<file path="config.mk">
export PLATFORM = sky130hd
export DESIGN_NAME = ct_mmu_sysmap_arb
export DESIGN_NICKNAME = d
export VERILOG_FILES = /design/src/rtl/ct_mmu_sysmap_arb_pkg.sv /design/src/rtl/ct_mmu_sysmap_rsp_slot.sv /design/src/rtl/ct_mmu_sysmap_arb.sv
export SDC_FILE = /design/constraint.sdc
export NUM_CORES = 1
export LEC_CHECK = 0
export ABC_AREA = 1
export CAP_MARGIN = 40
export CORE_ASPECT_RATIO = 0.8
export CORE_MARGIN = 2
export CORE_UTILIZATION = 45
export DETAILED_ROUTE_END_ITERATION = 7
export MAX_ROUTING_LAYER = met4
export PLACE_DENSITY = 0.94
export SYNTH_ARGS = -nofsm -noshare
export SYNTH_HDL_FRONTEND = slang
export SYNTH_SLANG_ARGS = --single-unit
</file>
<file path="constraint.sdc">
create_clock -name forever_cpuclk -period 1.9 [get_ports forever_cpuclk]
set_input_delay 0.19 -clock forever_cpuclk [delete_from_list [all_inputs] [get_ports forever_cpuclk]]
set_output_delay 0.19 -clock forever_cpuclk [all_outputs]
set_load 0.05 [all_outputs]
</file>
<file path="src/rtl/ct_mmu_sysmap_arb_pkg.sv">
// Shared widths and owner encoding for the MMU sysmap lookup arbiter.
package ct_mmu_sysmap_arb_pkg;

  localparam int PA_W_DEF = 28;
  localparam int FLG_W    = 5;
  localparam int HIT_W    = 8;

  typedef enum logic {
    OWNER_PTW  = 1'b0,
    OWNER_JTLB = 1'b1
  } owner_e;

endpackage

</file>
<file path="src/rtl/ct_mmu_sysmap_rsp_slot.sv">
// One requester's response slot: holds flg/hit until the requester acknowledges.
module ct_mmu_sysmap_rsp_slot
  import ct_mmu_sysmap_arb_pkg::*;
(
  input  logic             clk,
  input  logic             rst_n,
  input  logic             load,
  input  logic [FLG_W-1:0] flg_in,
  input  logic [HIT_W-1:0] hit_in,
  input  logic             ack,
  input  logic             flush,
  output logic             vld,
  output logic [FLG_W-1:0] flg,
  output logic [HIT_W-1:0] hit
);

  // NOTE: the data fields are reset along with vld so outputs read 0 out of reset.
  always_ff @(posedge clk or negedge rst_n) begin
    if (!rst_n) begin
      vld <= 1'b0;
      flg <= '0;
      hit <= '0;
    end else if (flush) begin
      vld <= 1'b0;
      flg <= '0;
      hit <= '0;
    end else if (load) begin
      // A result landing in the ack cycle replaces the old one without a bubble.
      vld <= 1'b1;
      flg <= flg_in;
      hit <= hit_in;
    end else if (ack && vld) begin
      vld <= 1'b0;
      flg <= '0;
      hit <= '0;
    end
  end

endmodule

</file>
<file path="src/rtl/ct_mmu_sysmap_arb.sv">
// Round-robin arbiter sharing one sysmap lookup between the page walker and the joint TLB.
module ct_mmu_sysmap_arb
  import ct_mmu_sysmap_arb_pkg::*;
#(
  parameter int PA_W = PA_W_DEF
) (
  input  logic             forever_cpuclk,
  input  logic             cpurst_b,
  input  logic             mmu_sysmap_flush,
  input  logic             ptw_sysmap_req_vld,
  input  logic [PA_W-1:0]  ptw_sysmap_pa,
  output logic             sysmap_ptw_grnt,
  output logic             sysmap_ptw_rsp_vld,
  output logic [FLG_W-1:0] sysmap_ptw_flg,
  output logic [HIT_W-1:0] sysmap_ptw_hit,
  input  logic             ptw_sysmap_rsp_ack,
  input  logic             jtlb_sysmap_req_vld,
  input  logic [PA_W-1:0]  jtlb_sysmap_pa,
  output logic             sysmap_jtlb_grnt,
  output logic             sysmap_jtlb_rsp_vld,
  output logic [FLG_W-1:0] sysmap_jtlb_flg,
  output logic [HIT_W-1:0] sysmap_jtlb_hit,
  input  logic             jtlb_sysmap_rsp_ack,
  output logic [PA_W-1:0]  mmu_sysmap_pa_y,
  input  logic [FLG_W-1:0] sysmap_mmu_flg_y,
  input  logic [HIT_W-1:0] sysmap_mmu_hit_y
);

  logic   arb_en;
  logic   s1_vld;
  owner_e s1_owner;
  owner_e rr_ptr;
  logic   ptw_elig;
  logic   jtlb_elig;
  logic   ptw_load;
  logic   jtlb_load;

  // arb_en keeps grants off until the first rising edge after reset release.
  assign ptw_elig  = ptw_sysmap_req_vld & arb_en & cpurst_b & ~mmu_sysmap_flush
                   & ~(s1_vld & (s1_owner == OWNER_PTW))
                   & (~sysmap_ptw_rsp_vld | ptw_sysmap_rsp_ack);
  assign jtlb_elig = jtlb_sysmap_req_vld & arb_en & cpurst_b & ~mmu_sysmap_flush
                   & ~(s1_vld & (s1_owner == OWNER_JTLB))
                   & (~sysmap_jtlb_rsp_vld | jtlb_sysmap_rsp_ack);

  assign sysmap_ptw_grnt  = ptw_elig  & (~jtlb_elig | (rr_ptr == OWNER_PTW));
  assign sysmap_jtlb_grnt = jtlb_elig & (~ptw_elig  | (rr_ptr == OWNER_JTLB));

  // NOTE: all state below uses non-blocking assignments so every flop samples pre-edge values.
  always_ff @(posedge forever_cpuclk or negedge cpurst_b) begin
    if (!cpurst_b) begin
      arb_en          <= 1'b0;
      s1_vld          <= 1'b0;
      s1_owner        <= OWNER_PTW;
      rr_ptr          <= OWNER_PTW;
      mmu_sysmap_pa_y <= '0;
    end else begin
      arb_en <= 1'b1;
      s1_vld <= sysmap_ptw_grnt | sysmap_jtlb_grnt;
      if (sysmap_jtlb_grnt) begin
        s1_owner        <= OWNER_JTLB;
        mmu_sysmap_pa_y <= jtlb_sysmap_pa;
      end else if (sysmap_ptw_grnt) begin
        s1_owner        <= OWNER_PTW;
        mmu_sysmap_pa_y <= ptw_sysmap_pa;
      end
      // Only a contested grant moves the pointer, and always to the loser.
      if (ptw_elig && jtlb_elig) begin
        if (rr_ptr == OWNER_PTW) rr_ptr <= OWNER_JTLB;
        else                     rr_ptr <= OWNER_PTW;
      end
    end
  end

  assign ptw_load  = s1_vld & (s1_owner == OWNER_PTW)  & ~mmu_sysmap_flush;
  assign jtlb_load = s1_vld & (s1_owner == OWNER_JTLB) & ~mmu_sysmap_flush;

  ct_mmu_sysmap_rsp_slot u_ptw_slot (
    .clk    (forever_cpuclk),
    .rst_n  (cpurst_b),
    .load   (ptw_load),
    .flg_in (sysmap_mmu_flg_y),
    .hit_in (sysmap_mmu_hit_y),
    .ack    (ptw_sysmap_rsp_ack),
    .flush  (mmu_sysmap_flush),
    .vld    (sysmap_ptw_rsp_vld),
    .flg    (sysmap_ptw_flg),
    .hit    (sysmap_ptw_hit)
  );

  ct_mmu_sysmap_rsp_slot u_jtlb_slot (
    .clk    (forever_cpuclk),
    .rst_n  (cpurst_b),
    .load   (jtlb_load),
    .flg_in (sysmap_mmu_flg_y),
    .hit_in (sysmap_mmu_hit_y),
    .ack    (jtlb_sysmap_rsp_ack),
    .flush  (mmu_sysmap_flush),
    .vld    (sysmap_jtlb_rsp_vld),
    .flg    (sysmap_jtlb_flg),
    .hit    (sysmap_jtlb_hit)
  );

endmodule
</file>
; After elaboration in Yosys (flattened, before gate mapping)
; Index checks and enable logic that the tools add are counted.
[word_totals]
register_bits = 60
input_bits = 76
out_inout_bits = 58
wordCells = 70
[op_classes]
mux = 23
n_bitwise = 30
n_reduce_logical = 6
[ops]
columns = cell, count
row1 = 28-bit 2-to-1 mux, 2
row2 = 8-bit 2-to-1 mux, 6
row3 = 5-bit 2-to-1 mux, 6
row4 = 1-bit bitwise AND, 16
row5 = 1-bit 2-to-1 mux, 9
row6 = 1-bit NOT, 9
row7 = 3-bit nonzero test, 2
row8 = 1-bit OR, 5
row9 = 1-bit logical AND, 3
row10 = 2-bit nonzero test, 1

; Logic depth before layout (Yosys ltp)
[depth]
word_depth = 10
ltp_mapped = 11
ltp_nobuf = 9

; By module
; Synthesis repeated with hierarchy kept, for this count alone.
[unflattened]
hier_cells = 408
area_unflattened_um2 = 3104.2
[modules_own_cells]
columns = module, n_inst, cells_per_inst, area_per_inst_um2, seq_area_each_um2
row1 = ct_mmu_sysmap_arb, 1, 282, 1940.6, 800.8
row2 = ct_mmu_sysmap_rsp_slot, 2, 63, 581.8, 350.3

; Worst setup path before layout
; OpenSTA, ideal clock, no wires.
[synth_path]
path_kind = reg2out
startpoint = reg u_jtlb_slot.vld
endpoint = out sysmap_jtlb_grnt
t_arrival_ps = 1568
t_required_ps = 1710
path_slack_ps = 142
path_stages_with_launch = 8
path_cell_list = dfrtp_1 -> inv_1 -> o21ai_1 -> nor2_4 -> nand2_2 -> buf_6 -> buf_6 -> inv_1
[synth_between]
elab_chain_cells = 4
[synth_lines]
columns = element, line
row1 = from (decl), ct_mmu_sysmap_rsp_slot.sv:12  ; output logic vld,
row2 = from (signal assigned), ct_mmu_sysmap_rsp_slot.sv:20  ; vld <= 1'b0;
row3 = from (signal assigned), ct_mmu_sysmap_rsp_slot.sv:24  ; vld <= 1'b0;
row4 = from (signal assigned), ct_mmu_sysmap_rsp_slot.sv:29  ; vld <= 1'b1;
row5 = 1-bit NOT, ct_mmu_sysmap_arb.sv:44  ; & (~sysmap_jtlb_rsp_vld | jtlb_sysmap_rsp_ack);
row6 = 1-bit OR, ct_mmu_sysmap_arb.sv:44
row7 = 1-bit bitwise AND, ct_mmu_sysmap_arb.sv:44
row8 = 1-bit bitwise AND, ct_mmu_sysmap_arb.sv:47  ; assign sysmap_jtlb_grnt = jtlb_elig & (~ptw_elig | (rr_ptr == OWNER_JTLB));
row9 = to (decl), ct_mmu_sysmap_arb.sv:19  ; output logic sysmap_jtlb_grnt,
; No other way between the ends.

; Worst setup path after layout
[layout_path]
startpoint = reg s1_vld
endpoint = out sysmap_ptw_grnt
[layout_between]
elab_chain_cells = 7
word_cells_on_any_way = 11
[layout_lines]
columns = element, line
row1 = from (decl), ct_mmu_sysmap_arb.sv:30  ; logic s1_vld;
row2 = from (signal assigned), ct_mmu_sysmap_arb.sv:59  ; s1_vld <= sysmap_ptw_grnt | sysmap_jtlb_grnt;
row3 = 1-bit bitwise AND, ct_mmu_sysmap_arb.sv:43  ; & ~(s1_vld & (s1_owner == OWNER_JTLB))
row4 = 1-bit NOT, ct_mmu_sysmap_arb.sv:43
row5 = 1-bit bitwise AND, ct_mmu_sysmap_arb.sv:43
row6 = 1-bit bitwise AND, ct_mmu_sysmap_arb.sv:44
row7 = 1-bit NOT, ct_mmu_sysmap_arb.sv:46  ; assign sysmap_ptw_grnt = ptw_elig & (~jtlb_elig | (rr_ptr == OWNER_PTW));
row8 = 1-bit OR, ct_mmu_sysmap_arb.sv:46
row9 = 1-bit bitwise AND *, ct_mmu_sysmap_arb.sv:46
row10 = to (decl), ct_mmu_sysmap_arb.sv:12  ; output logic sysmap_ptw_grnt,
; Every way passes the cells marked *; elsewhere a longest branch is shown, timed or not.

==> results by group <==
Placement
  • Hpwl dp: 5920 um
  • Inst Count DP: 593
  • Port-buffer cells: 133
  • Placer Congestion: 0.816
  • Placed Area: 4320 um^2

Die
  • Die Wd: 94.0 um
  • Area of the core: 6310 um^2
  • Standard-cell row count: 26
  • I/O pin total: 134
  • Starting Density: 46.2%
  • Die ar.: 7140 um^2
  • Die Ht: 76.0 um

STA
  • RSZ-0062 raised after global routing: false
  • Rel. slew slack: 51.6%
  • Final number of setup-violating endpoints: 0
  • Fmax: 0.578 GHz
  • Final Hold Vio Count: 0
  • Fin crit period: 1730 ps
  • Setup Skew: 9.52 ps
  • Fin crit share: 91.1%
  • Worst-Margin Slew: 726 ps
  • Slew Viols, Final: 0
  • Setup TNS: 0 ps

Global routing
  • Tot GR Track Use: 23.9%
  • First-pass GRT wire length: 13100 um
  • Initial antenna violation count: 0
  • Largest net degree at the start of global routing: 61
  • Grt total ovfl: 0
  • Vias in the first global route: 2836

Clock network
  • Hold-fix buffers, CTS: 0
  • Postcts setup bufs: 0
  • # clock sinks: 60
  • Clock transition at path regs: 70 ps
  • H-tree levels: 3
  • CTS tree: done
  • Root buffer cell: clkbuf_8
  • CTS buffer count: 9
  • Clock latency on the worst-skew pair: 320 ps
  • CTS resizes: 0
  • Clock Path Buffers: 2

Outcome
  • Status: finished clean

Power and ir drop
  • Worst ir drop on vdd: 0.506 mV
  • Sw Pwr: 1.40 mW
  • Power share of the sequential group: 37.2%
  • Sw Ratio: 34.1%
  • Total power draw: 4.12 mW
  • Int Power: 2.71 mW
  • P_leak: 2.40 nW
  • PwrDens: 907 nW/um^2
  • Part of the power in combinational logic: 32.4%
  • Clock share of power: 30.4%

Cells and area
  • Final nets: 596
  • Final Instance Area: 4540 um^2
  • Area Overhead vs Synth: 55.8%
  • N_diodes: 0
  • Proportion of layout cells with a drive suffix above 1: 6.67%
  • Fill count: 483
  • Post-layout util: 71.9%
  • Fin cells: 609

Setup path
  • Worst Path Max Fanout: 4
  • CP arrival: 1540 ps
  • Critical path class: flop to output pin
  • Nature of the critical path endpoint: output pin
  • Req. time, crit path: 1710 ps
  • Critical path launch point type: flop

Logic synthesis
  • Syn Std Cell Area: 2910 um^2
  • Syn nets: 461
  • Ranking of synthesized cells by area: dfrtp_1 52%, nand2_1 20%, inv_1 9.5%
  • Share of the synthesized area in the top cell type: 51.5%
  • Mean post-synth cell area: 7.57 um^2
  • Sequential fraction of the synthesis area: 51.5%
  • Synth Register Bits: 60
  • Syn Inst Count: 385
  • Synth area leader: dfrtp_1
  • Distinct cells, synth: 19
  • Yosys warning count: 0

Routing
  • DRC: 0
  • Avg WL per Cell: 13.1 um
  • Avg Vias per Cell: 4.72
  • Post-DRT Antenna Nets: 0
  • Initial DRC Count: 145
  • Vias: 2874
  • Drt total wl: 7980 um
  • Number of detailed-route iterations in the first pass: 4

Flow run
  • Max cap viols: 0

Hold path
  • Worst hold path class: primary input to asynchronous set/reset pin
-- cells in the mapped netlist --
| master | n |
|---|---|
| nor2_1 | 7 |
| buf_6 | 7 |
| inv_1 | 74 |
| nand3_1 | 33 |
| nor2_2 | 1 |
| buf_2 | 8 |
| nand2_2 | 1 |
| o22ai_1 | 26 |
| buf_1 | 1 |
| inv_2 | 4 |
| o21ai_1 | 2 |
| conb_1 | 1 |
| clkbuf_1 | 3 |
| xor2_1 | 1 |
| a21oi_1 | 2 |
| o21ai_0 | 1 |
| dfrtp_1 | 60 |
| nand2_1 | 152 |
| nor2_4 | 1 |
-- metal layers --
metal / part of all wire [%] / GRT usage [%]
met5: 0 / -
met4: 1.9 / 9.71
met3: 6.1 / 4.35
met2: 50 / 38.4
met1: 42 / 30.1
-- logic make-up after synthesis --
logic type | Yosys count | synth area share (%)
and+or+nand+nor | 195 | 27.0
buffers and inverters | 97 | 14.6
DFF | 60 | 51.5
AOI/OAI and AO/OA | 31 | 6.44
xor gates and xnor gates | 1 | 0.301
other | 1 | 0.129
-- power by group through the flow --
stage | clock, mW | combinational, mW | sequential, mW
floorplan | 0 | 0.258 | 2.06
global placement | 0 | 1.32 | 1.54
detailed placement | 0 | 1.34 | 1.54
CTS | 1.27 | 1.34 | 1.53
global route | 1.34 | 1.42 | 1.55
finish | 1.25 | 1.33 | 1.53
-- per-stage QoR --
stage               hold slack, ps  setup WS, ps
floorplan                     -106           142
global placement               428           234
detailed placement             431          93.4
CTS                           80.0           161
global route                   123          71.7
finish                        57.9           170
-- worst max-delay path, cell delays in order (launching register included) --
cell and delay (ps):
dfrtp_1 420, nand2_1 130, inv_2 50, nor2_1 150, nand3_1 110, nand2_2 110
inv_1 90, buf_12 160
-- sequential cells by signal (all words and copies together) (netlist names) --
register	cells
arb_en	1
mmu_sysmap_pa_y	28
rr_ptr	1
s1_owner	1
s1_vld	1
u_jtlb_slot.flg	5
u_jtlb_slot.hit	8
u_jtlb_slot.vld	1
u_ptw_slot.flg	5
u_ptw_slot.hit	8
u_ptw_slot.vld	1
-- path summary, 6_finish.rpt --
path / from / end / slack, ps / cells past startpoint
max: s1_vld / sysmap_ptw_grnt / 170 / 7
min: cpurst_b / u_jtlb_slot.hit[0] / 60 / 2
max reg2reg: s1_vld / mmu_sysmap_pa_y[10] / 340 / 9
min reg2reg: mmu_sysmap_pa_y[14] / mmu_sysmap_pa_y[14] / 510 / 2
max in group asynchronous: cpurst_b / mmu_sysmap_pa_y[13] / 1360 / 2
min in group forever_cpuclk: cpurst_b / rr_ptr / 420 / 7
-- final cells by class --
type / instances / area (um^2) / share of cell area [%]
flip-flops and latches: 60 / 1500 / 33.1
inverters: 78 / 293 / 6.45
repair buffers: 143 / 1430 / 31.6
clock inverters: 4 / 72.6 / 1.60
well taps: 84 / 105 / 2.32
multi-input cells: 228 / 988 / 21.8
clock buffers: 12 / 145 / 3.20
-- cells in the final DEF, fill, tap and decap left out, types with 3 or more instances in the layout --
| cell type | synthesis | routed |
|---|---|---|
| nand3_1 | 33 | 33 |
| o22ai_1 | 26 | 26 |
| inv_2 | 4 | 4 |
| clkbuf_8 | 0 | 10 |
| inv_1 | 74 | 74 |
| buf_4 | 0 | 9 |
| buf_12 | 0 | 3 |
| nor2_1 | 7 | 7 |
| nand2_1 | 152 | 151 |
| dfrtp_1 | 60 | 60 |
| clkdlybuf4s50_1 | 0 | 130 |
(Power assumes the default switching activity.)
